`config.mk`:
```
export PLATFORM = sky130hd
export DESIGN_NAME = wb_unit
export DESIGN_NICKNAME = d
export VERILOG_FILES = /design/src/rtl/wb_unit.sv
export SDC_FILE = /design/constraint.sdc
export NUM_CORES = 1
export LEC_CHECK = 0
export CAP_MARGIN = 0
export CORE_MARGIN = 2
export CORE_UTILIZATION = 47
export DETAILED_ROUTE_END_ITERATION = 16
export GPL_ROUTABILITY_DRIVEN = 0
export PLACE_DENSITY = 0.81
export SKIP_CTS_REPAIR_TIMING = 1
export SYNTH_ARGS = -nofsm -noshare
export SYNTH_HDL_FRONTEND = slang
export SYNTH_SLANG_ARGS = --single-unit
```
`constraint.sdc`:
```
create_clock -name clk -period 2.7 [get_ports clk]
set_clock_uncertainty 0.2 [all_clocks]
set_input_delay 0.405 -clock clk [delete_from_list [all_inputs] [get_ports clk]]
set_output_delay 0.405 -clock clk [all_outputs]
set_load 0.005 [all_outputs]
```
`src/rtl/wb_unit.sv`:
```
// rtl/wb_unit.sv - writeback stage: load alignment/extension, single register write, commit pulse
//
// Ports:
//   clk, rst                          clock (rising edge), asynchronous active-high reset
//   in_valid / in_ready               instruction handshake from execute; ready only in IDLE
//   in_rd, in_wen, in_alu_res         destination index, write intent, non-load write data
//   in_is_load, in_funct3, in_addr_lo load flag, load type, load address bits [1:0]
//   mem_rvalid / mem_rready           memory read response handshake; ready only while waiting
//   mem_rdata                         word-aligned memory read data
//   rd, rd_value, wen                 register write port; wen is a one-cycle pulse
//   commit                            one-cycle retire pulse, with or without a write
//   err_misalign, err_timeout         sticky error flags, cleared only by rst

module wb_unit #(
    parameter int TIMEOUT = 256
) (
    input  logic        clk,
    input  logic        rst,
    input  logic        in_valid,
    output logic        in_ready,
    input  logic [4:0]  in_rd,
    input  logic        in_wen,
    input  logic [31:0] in_alu_res,
    input  logic        in_is_load,
    input  logic [2:0]  in_funct3,
    input  logic [1:0]  in_addr_lo,
    input  logic        mem_rvalid,
    input  logic [31:0] mem_rdata,
    output logic        mem_rready,
    output logic [4:0]  rd,
    output logic [31:0] rd_value,
    output logic        wen,
    output logic        commit,
    output logic        err_misalign,
    output logic        err_timeout
);

    typedef enum logic [1:0] {
        S_IDLE     = 2'd0,
        S_WAIT_MEM = 2'd1,
        S_COMMIT   = 2'd2
    } state_t;

    localparam logic [15:0] CNT_LAST = 16'(TIMEOUT - 1);

    state_t      state;
    state_t      state_nxt;
    logic [15:0] cnt;
    logic [4:0]  cap_rd;
    logic        cap_wen;
    logic [2:0]  cap_funct3;
    logic [1:0]  cap_addr_lo;
    logic        suppress;

    logic        accept;
    logic        misalign;
    logic        mem_hit;
    logic        timed_out;
    logic [7:0]  byte_sel;
    logic [15:0] half_sel;
    logic [31:0] load_ext;

    assign accept    = (state == S_IDLE) && in_valid;
    assign mem_hit   = (state == S_WAIT_MEM) && mem_rvalid;
    // Data arriving on the last allowed cycle takes priority over the abort.
    assign timed_out = (state == S_WAIT_MEM) && !mem_rvalid && (cnt == CNT_LAST);

    // Unlisted funct3 codes are treated as word loads, so they need full alignment.
    always_comb begin
        misalign = 1'b0;
        case (in_funct3)
            3'b000, 3'b100: misalign = 1'b0;
            3'b001, 3'b101: misalign = in_addr_lo[0];
            default:        misalign = (in_addr_lo != 2'b00);
        endcase
    end

    assign byte_sel = mem_rdata[{cap_addr_lo, 3'b000} +: 8];
    assign half_sel = mem_rdata[{cap_addr_lo[1], 4'b0000} +: 16];

    always_comb begin
        load_ext = mem_rdata;
        case (cap_funct3)
            3'b000:  load_ext = {{24{byte_sel[7]}}, byte_sel};
            3'b001:  load_ext = {{16{half_sel[15]}}, half_sel};
            3'b100:  load_ext = {24'd0, byte_sel};
            3'b101:  load_ext = {16'd0, half_sel};
            default: load_ext = mem_rdata;
        endcase
    end

    // State register
    always_ff @(posedge clk or posedge rst) begin
        if (rst) begin
            state <= S_IDLE;
        end else begin
            state <= state_nxt;
        end
    end

    // Next-state logic
    always_comb begin
        state_nxt = state;
        case (state)
            S_IDLE: begin
                if (in_valid) begin
                    state_nxt = (in_is_load && !misalign) ? S_WAIT_MEM : S_COMMIT;
                end
            end
            S_WAIT_MEM: begin
                if (mem_hit || timed_out) begin
                    state_nxt = S_COMMIT;
                end
            end
            S_COMMIT: state_nxt = S_IDLE;
            default:  state_nxt = S_IDLE;
        endcase
    end

    // Outputs
    always_comb begin
        in_ready   = (state == S_IDLE);
        mem_rready = (state == S_WAIT_MEM);
        commit     = (state == S_COMMIT);
        wen        = (state == S_COMMIT) && cap_wen && (cap_rd != 5'd0) && !suppress;
    end

    // Capture, wait counter, write port registers and sticky errors
    always_ff @(posedge clk or posedge rst) begin
        if (rst) begin
            cnt          <= 16'd0;
            cap_rd       <= 5'd0;
            cap_wen      <= 1'b0;
            cap_funct3   <= 3'd0;
            cap_addr_lo  <= 2'd0;
            suppress     <= 1'b0;
            rd           <= 5'd0;
            rd_value     <= 32'd0;
            err_misalign <= 1'b0;
            err_timeout  <= 1'b0;
        end else begin
            if (accept) begin
                cnt         <= 16'd0;
                cap_rd      <= in_rd;
                cap_wen     <= in_wen;
                cap_funct3  <= in_funct3;
                cap_addr_lo <= in_addr_lo;
                suppress    <= in_is_load && misalign;
                if (in_is_load && misalign) begin
                    err_misalign <= 1'b1;
                end
                // Non-loads go straight to COMMIT, so the write port can load now.
                if (!in_is_load) begin
                    rd       <= in_rd;
                    rd_value <= in_alu_res;
                end
            end
            if (state == S_WAIT_MEM) begin
                cnt <= cnt + 16'd1;
            end
            if (mem_hit) begin
                rd       <= cap_rd;
                rd_value <= load_ext;
            end
            if (timed_out) begin
                suppress    <= 1'b1;
                err_timeout <= 1'b1;
            end
        end
    end

endmodule

```
==> impl_metrics.env, run 1 <==
export IMPL_synth_top_area_share=0.449
export IMPL_insertedDiodeCount=0
export IMPL_synth_edf_count=0
export IMPL_hold_violations=0
export IMPL_worstMarginPinSlew_ps=701
export IMPL_synth_area_sq_um=3850
export IMPL_vias=3701
export IMPL_final_cells=641
export IMPL_fin_crit_sh=0.923
export IMPL_max_freq_mhz=401
export IMPL_grt_pass1_vias=3650
export IMPL_place_hpwl_um=8430
export IMPL_max_stage_delay_ps=510
export IMPL_totalWireLength_um=11500
export IMPL_hp_class="input pin to asynchronous set/reset pin"
export IMPL_drv_slew=0
export IMPL_syn_mean_instance_area_sq_um=9.29
export IMPL_fillers=622
export IMPL_ios=123
export IMPL_busiest_layer="met2"
export IMPL_grtUsageMet3=0.0575
export IMPL_firstDrtPassIters=4
export IMPL_worstPathArrival_ps=1890
export IMPL_die_x_um=94.5
export IMPL_worstPathRequired_ps=2100
export IMPL_grt_use_met1=0.350
export IMPL_cts_tree="done"
export IMPL_start_util=0.490
export IMPL_insertion_delay_ps=340
export IMPL_grt_pass1_wl_um=18300
export IMPL_multi_input_area_sq_um=1970
export IMPL_htree_levels=3
export IMPL_grtUsageTotal=0.264
export IMPL_setup_viol=0
export IMPL_syn_instance_count=414
export IMPL_dp_worst_setup_slack_ps=235
export IMPL_regArea_sq_um=1730
export IMPL_clkSinkCount=69
export IMPL_vdd_drop_max_mv=0.372
export IMPL_drt_iter0_drc=346
export IMPL_slew_headroom=0.533
export IMPL_cp_cell_sequence="or4_1 > nor2_1 > nor4bb_1 > clkdlybuf4s50_1"
export IMPL_synth_nets=495
export IMPL_grt_overflow=0
export IMPL_fin_ws_ps=208
export IMPL_synth_largest_area_cell="dfrtp_1"
export IMPL_synth_area_leaders="dfrtp_1, nand2_1, mux2i_1"
export IMPL_ys_ff_latch=69
export IMPL_dp_cells=625
export IMPL_synth_top_flop_cell="dfrtp_1"
export IMPL_start_kind="flip-flop"
export IMPL_worst_path_max_fanout=3
export IMPL_syn2layout_area_growth_pct=41.7
export IMPL_vias_per_cell=5.77
export IMPL_die_area_sq_um=8930
export IMPL_path_clk_slew_ps=70
export IMPL_async_reset_ff_frac=1.00
export IMPL_grt_max_degree=70
export IMPL_synth_seq_area_share=0.449
export IMPL_end_kind="primary output"
export IMPL_final_nets=615
export IMPL_coreArea_sq_um=7850
export IMPL_period_minus_slack_ps=2490
export IMPL_stdcell_area_sq_um=5450
export IMPL_leakagePower_nw=2.35
export IMPL_antenna_left=0
export IMPL_portBuffers=122
export IMPL_slowest_stage="or4_1"
export IMPL_yosysUniqueCellTypes=53
export IMPL_crit_family="simple AND/OR/NAND/NOR gates"
export IMPL_cts_buffer_depth=2
export IMPL_dpl_cell_area_sq_um=5210
export IMPL_die_h_um=94.5
export IMPL_critical_path_class="flip-flop to primary output"
export IMPL_antenna_found_initial=0
export IMPL_tns_ps=0
export IMPL_drive_above_1_share=0.113
export IMPL_drc_errors=0
export IMPL_root_buffer="clkbuf_8"
export IMPL_max_cap_violations=0
export IMPL_crit_buf_inv=1
export IMPL_rsz0062_at_grt="false"
export IMPL_status="completed"
export IMPL_yosys_warnings=0
export IMPL_met2_usage=0.438
export IMPL_wl_per_cell_um=17.9
export IMPL_cts_buffers_inserted=9
export IMPL_powerDensity_nw_per_um2=726
export IMPL_placementRows=32
export IMPL_fin_util=0.695
[Yosys cell counts, drive strengths merged, types with 4 or more instances]
cell type	count
nor2	31
a32oi	16
mux2	14
nand2	120
a221o	7
a31oi	6
nand3	5
o21ai	10
clkbuf	16
a22oi	7
a211oi	9
nand4	5
inv	7
mux2i	20
dfrtp	69
or4	4
o22ai	9
a2bb2oi	8
buf	11
[report_power, final]
| part | internal [mW] | switching [mW] | total, mW |
|---|---|---|---|
| Combinational | 0.849 | 0.590 | 1.44 |
| Clock | 0.638 | 0.367 | 1.01 |
| Sequential | 1.30 | 0.214 | 1.52 |
[worst register-to-register path: stages (launching register included)]
cell       delay [ps]
dfrtp_1           480
nand2b_1          550
mux2_2            420
a221o_1           330
a2bb2oi_1         150
[stage by stage]
stage	hold WS, ps	power (mW)
global route	300	4.19
CTS	272	3.98
finish	250	3.96
floorplan	237	2.17
detailed placement	258	2.96
global placement	252	2.91
[flip-flops by register name, summed over array words and instances, names as in the netlist]
| register | flops |
|---|---|
| rd | 5 |
| err_misalign | 1 |
| cap_wen | 1 |
| state | 2 |
| cap_funct3 | 3 |
| cap_rd | 5 |
| suppress | 1 |
| rd_value | 32 |
| err_timeout | 1 |
| cap_addr_lo | 2 |
| cnt | 16 |
[metal layers]
layer	share of wire	up-vias
met2	0.49	164
met1	0.42	1778
met4	0.019	0
met3	0.068	24
li1	-	1735
met5	0	-
[cells by family after synthesis]
group | count (synthesis) | synth area share
compound gates | 87 | 0.193
fa+ha+maj | 1 | 0.00325
flops | 69 | 0.449
xor+xnor | 1 | 0.00228
mux | 35 | 0.0989
buf+inv | 34 | 0.0400
simple gates | 187 | 0.214
[worst paths after layout]
kind                               endpoint  slack, ps  depth (start not counted)            from
worst max-delay path                    wen        210                          4       cap_rd[3]
worst min-delay path                 cnt[1]        250                          3             rst
worst max register to register  rd_value[5]        440                          4  cap_addr_lo[0]
worst min register to register      cap_wen        270                          2         cap_wen
max in group asynchronous           cap_wen       1750                          3             rst
min in group clk                    cap_wen        270                          2         cap_wen
[cell type report]
cell class	instances	area share
inverter	7	0.00482
timing repair buffer	136	0.250
sequential	69	0.317
multi-input combinational	311	0.361
tap	102	0.0234
clock buffer	12	0.0266
clock inverter	4	0.0174
[layout by cell type (no fill, tap or decap), types with 2 or more instances in the layout]
cell	n
nand2_1	120
nor3_1	2
nand4_1	5
bufinv_16	3
a211oi_1	9
o221ai_1	2
buf_12	3
and3_1	2
or2_2	2
and4_1	3
mux2_2	13
clkdlybuf4s50_1	122
o22ai_1	9
o31ai_1	3
buf_4	11
o21ai_0	9
inv_1	5
a2bb2oi_1	8
or3b_1	2
mux2i_1	20
a31oi_1	6
a221o_1	7
inv_2	2
nand3_1	5
clkbuf_8	10
clkbuf_1	2
a21oi_1	3
nor2_1	30
nand2b_1	3
dfrtp_1	69
a32oi_2	10
a22oi_1	7
a32oi_1	6
or4_1	3
(Power assumes the default switching activity.)
==> inputs of run 2 (changes only) <==
--- a/config.mk
+++ b/config.mk
@@ -6,11 +6,13 @@
 export NUM_CORES = 1
 export LEC_CHECK = 0
 export CAP_MARGIN = 0
-export CORE_MARGIN = 2
-export CORE_UTILIZATION = 47
+export CELL_PAD_IN_SITES_DETAIL_PLACEMENT = 1
+export CELL_PAD_IN_SITES_GLOBAL_PLACEMENT = 2
+export CORE_MARGIN = 1
+export CORE_UTILIZATION = 27
 export DETAILED_ROUTE_END_ITERATION = 16
 export GPL_ROUTABILITY_DRIVEN = 0
-export PLACE_DENSITY = 0.81
+export PLACE_DENSITY_LB_ADDON = 0.1
 export SKIP_CTS_REPAIR_TIMING = 1
 export SYNTH_ARGS = -nofsm -noshare
 export SYNTH_HDL_FRONTEND = slang
==> run 2 against run 1 <==
  * First-iteration DRC count shrank 56%
  * Cell count grew 12%
  * Register-to-register slack gained 100 ps
  * Critical path type unchanged
  * Clock power grew 16%
  * Combinational power is essentially flat
  * Non-clock buffer count grew 3
  * Core utilization shrank 29 points
  * Sequential power is essentially flat
  * Flip-flop and latch count is the same
  * Critical endpoint unchanged
  * Wire length grew 16%
==> impl_metrics.env, run 2 (synthesis results as in run 1) <==
export IMPL_status="completed"
export IMPL_p_sw_mw=1.24
export IMPL_syn2layout_area_growth_pct=46.4
export IMPL_final_nets=618
export IMPL_largest_register_ffs=32
export IMPL_top_layer="met4"
export IMPL_worstPathArrival_ps=1980
export IMPL_hp_class="input pin to asynchronous set/reset pin"
export IMPL_final_common_cell="clkdlybuf4s50_1"
export IMPL_wl_per_cell_um=18.4
export IMPL_cts_tree="done"
export IMPL_cp_cell_sequence="or4_1 > nor2_1 > nor4bb_1 > clkdlybuf4s50_1"
export IMPL_die_area_sq_um=14700
export IMPL_drv_slew=0
export IMPL_combPwrFrac=0.354
export IMPL_totalWireLength_um=13300
export IMPL_antenna_found_initial=0
export IMPL_regMostFlops="rd_value"
export IMPL_die_x_um=121
export IMPL_place_hpwl_um=9900
export IMPL_vdd_drop_max_mv=0.297
export IMPL_ios=123
export IMPL_cts_buffer_depth=2
export IMPL_grtUsageTotal=0.190
export IMPL_slowest_stage="or4_1"
export IMPL_htree_levels=3
export IMPL_fillers=1582
export IMPL_hold_violations=0
export IMPL_slew_headroom=0.532
export IMPL_vias_per_cell=5.00
export IMPL_root_buffer="clkbuf_16"
export IMPL_start_kind="flip-flop"
export IMPL_p_int_mw=2.90
export IMPL_grt_max_degree=37
export IMPL_cts_buffers_inserted=9
export IMPL_drt_iter0_drc=152
export IMPL_dpl_cell_area_sq_um=5340
export IMPL_dr_wl_met2_um=6360
export IMPL_antenna_left=0
export IMPL_fin_util=0.406
export IMPL_max_stage_delay_ps=560
export IMPL_tns_ps=0
export IMPL_clkSinkCount=69
export IMPL_rsz0062_at_grt="false"
export IMPL_regArea_sq_um=1730
export IMPL_path_clk_slew_ps=60
export IMPL_seq_power_share=0.365
export IMPL_end_kind="primary output"
export IMPL_portBuffers=122
export IMPL_coreArea_sq_um=13900
export IMPL_drt_met1_wl_um=6070
export IMPL_worstPathRequired_ps=2100
export IMPL_placementRows=43
export IMPL_insertedDiodeCount=0
export IMPL_setup_viol=0
export IMPL_firstDrtPassIters=4
export IMPL_start_util=0.277
export IMPL_p_sw_frac=0.299
export IMPL_period_minus_slack_ps=2580
export IMPL_mostFrequentLayoutCells="clkdlybuf4s50_1, nand2_1, dfrtp_1"
export IMPL_reg_largest_list="rd_value (32), cnt (16)"
export IMPL_drc_errors=0
export IMPL_max_freq_mhz=387
export IMPL_insertion_delay_ps=330
export IMPL_p_clk_frac=0.282
export IMPL_wl_met3_um=635
export IMPL_grt_pass1_vias=3896
export IMPL_leakagePower_nw=2.40
export IMPL_multi_input_area_sq_um=1970
export IMPL_max_cap_violations=0
export IMPL_die_h_um=121
export IMPL_critical_path_class="flip-flop to primary output"
export IMPL_grt_pass1_wl_um=21100
export IMPL_worst_path_max_fanout=3
export IMPL_worstMarginPinSlew_ps=696
export IMPL_grt_overflow=0
export IMPL_stdcell_area_sq_um=5630
export IMPL_powerDensity_nw_per_um2=735
export IMPL_fin_crit_sh=0.957
export IMPL_vias=3605
export IMPL_drive_above_1_share=0.122
==> run 2: through the flow <==
stage	power (mW)	setup WS, ps	cells	hold WS (ps)
global route	4.39	63.4	721	235
floorplan	2.17	355	414	237
CTS	4.21	95.0	721	192
finish	4.14	116	721	187
detailed placement	3.01	242	706	267
global placement	2.99	302	706	250
==> run 2: cell type report <==
type,instances,area share
Multi-Input combinational cell,311,0.350
Tap cell,180,0.0400
Timing Repair Buffer,139,0.246
Inverter,7,0.00466
Sequential cell,69,0.306
Clock buffer,15,0.0529
==> run 2: metal layers <==
layer / global-route usage / vias to the layer above
met1: 0.250 / 1766
met4: 0.0656 / 0
met5: 0 / -
met3: 0.0320 / 14
li1: - / 1739
met2: 0.313 / 86
==> run 2: worst paths after layout <==
check / start / endpoint / slack (ps) / depth (start not counted)
setup reg to reg: cap_funct3[0] / rd_value[4] / 540 / 4
min in group clk: err_timeout / err_timeout / 270 / 2
hold / removal: rst / cnt[2] / 190 / 2
max in group asynchronous: rst / rd_value[30] / 1420 / 3
setup / recovery: cap_rd[3] / wen / 120 / 4
hold reg to reg: err_timeout / err_timeout / 270 / 2
==> run 2: power by group through the flow <==
stage                     registers, mW  clock network, mW  logic, mW
after detailed placement           1.53                  0       1.48
after floorplan                    1.48                  0      0.684
final                              1.51               1.17       1.46
after global placement             1.53                  0       1.46
after global routing               1.55               1.24       1.60
after CTS                          1.52               1.20       1.48
==> run 2: critical path, delay by kind of cell, from the launching register on <==
family	cells	cell delay, ps
simple gates	3	820
flops	1	390
buf+inv	1	440
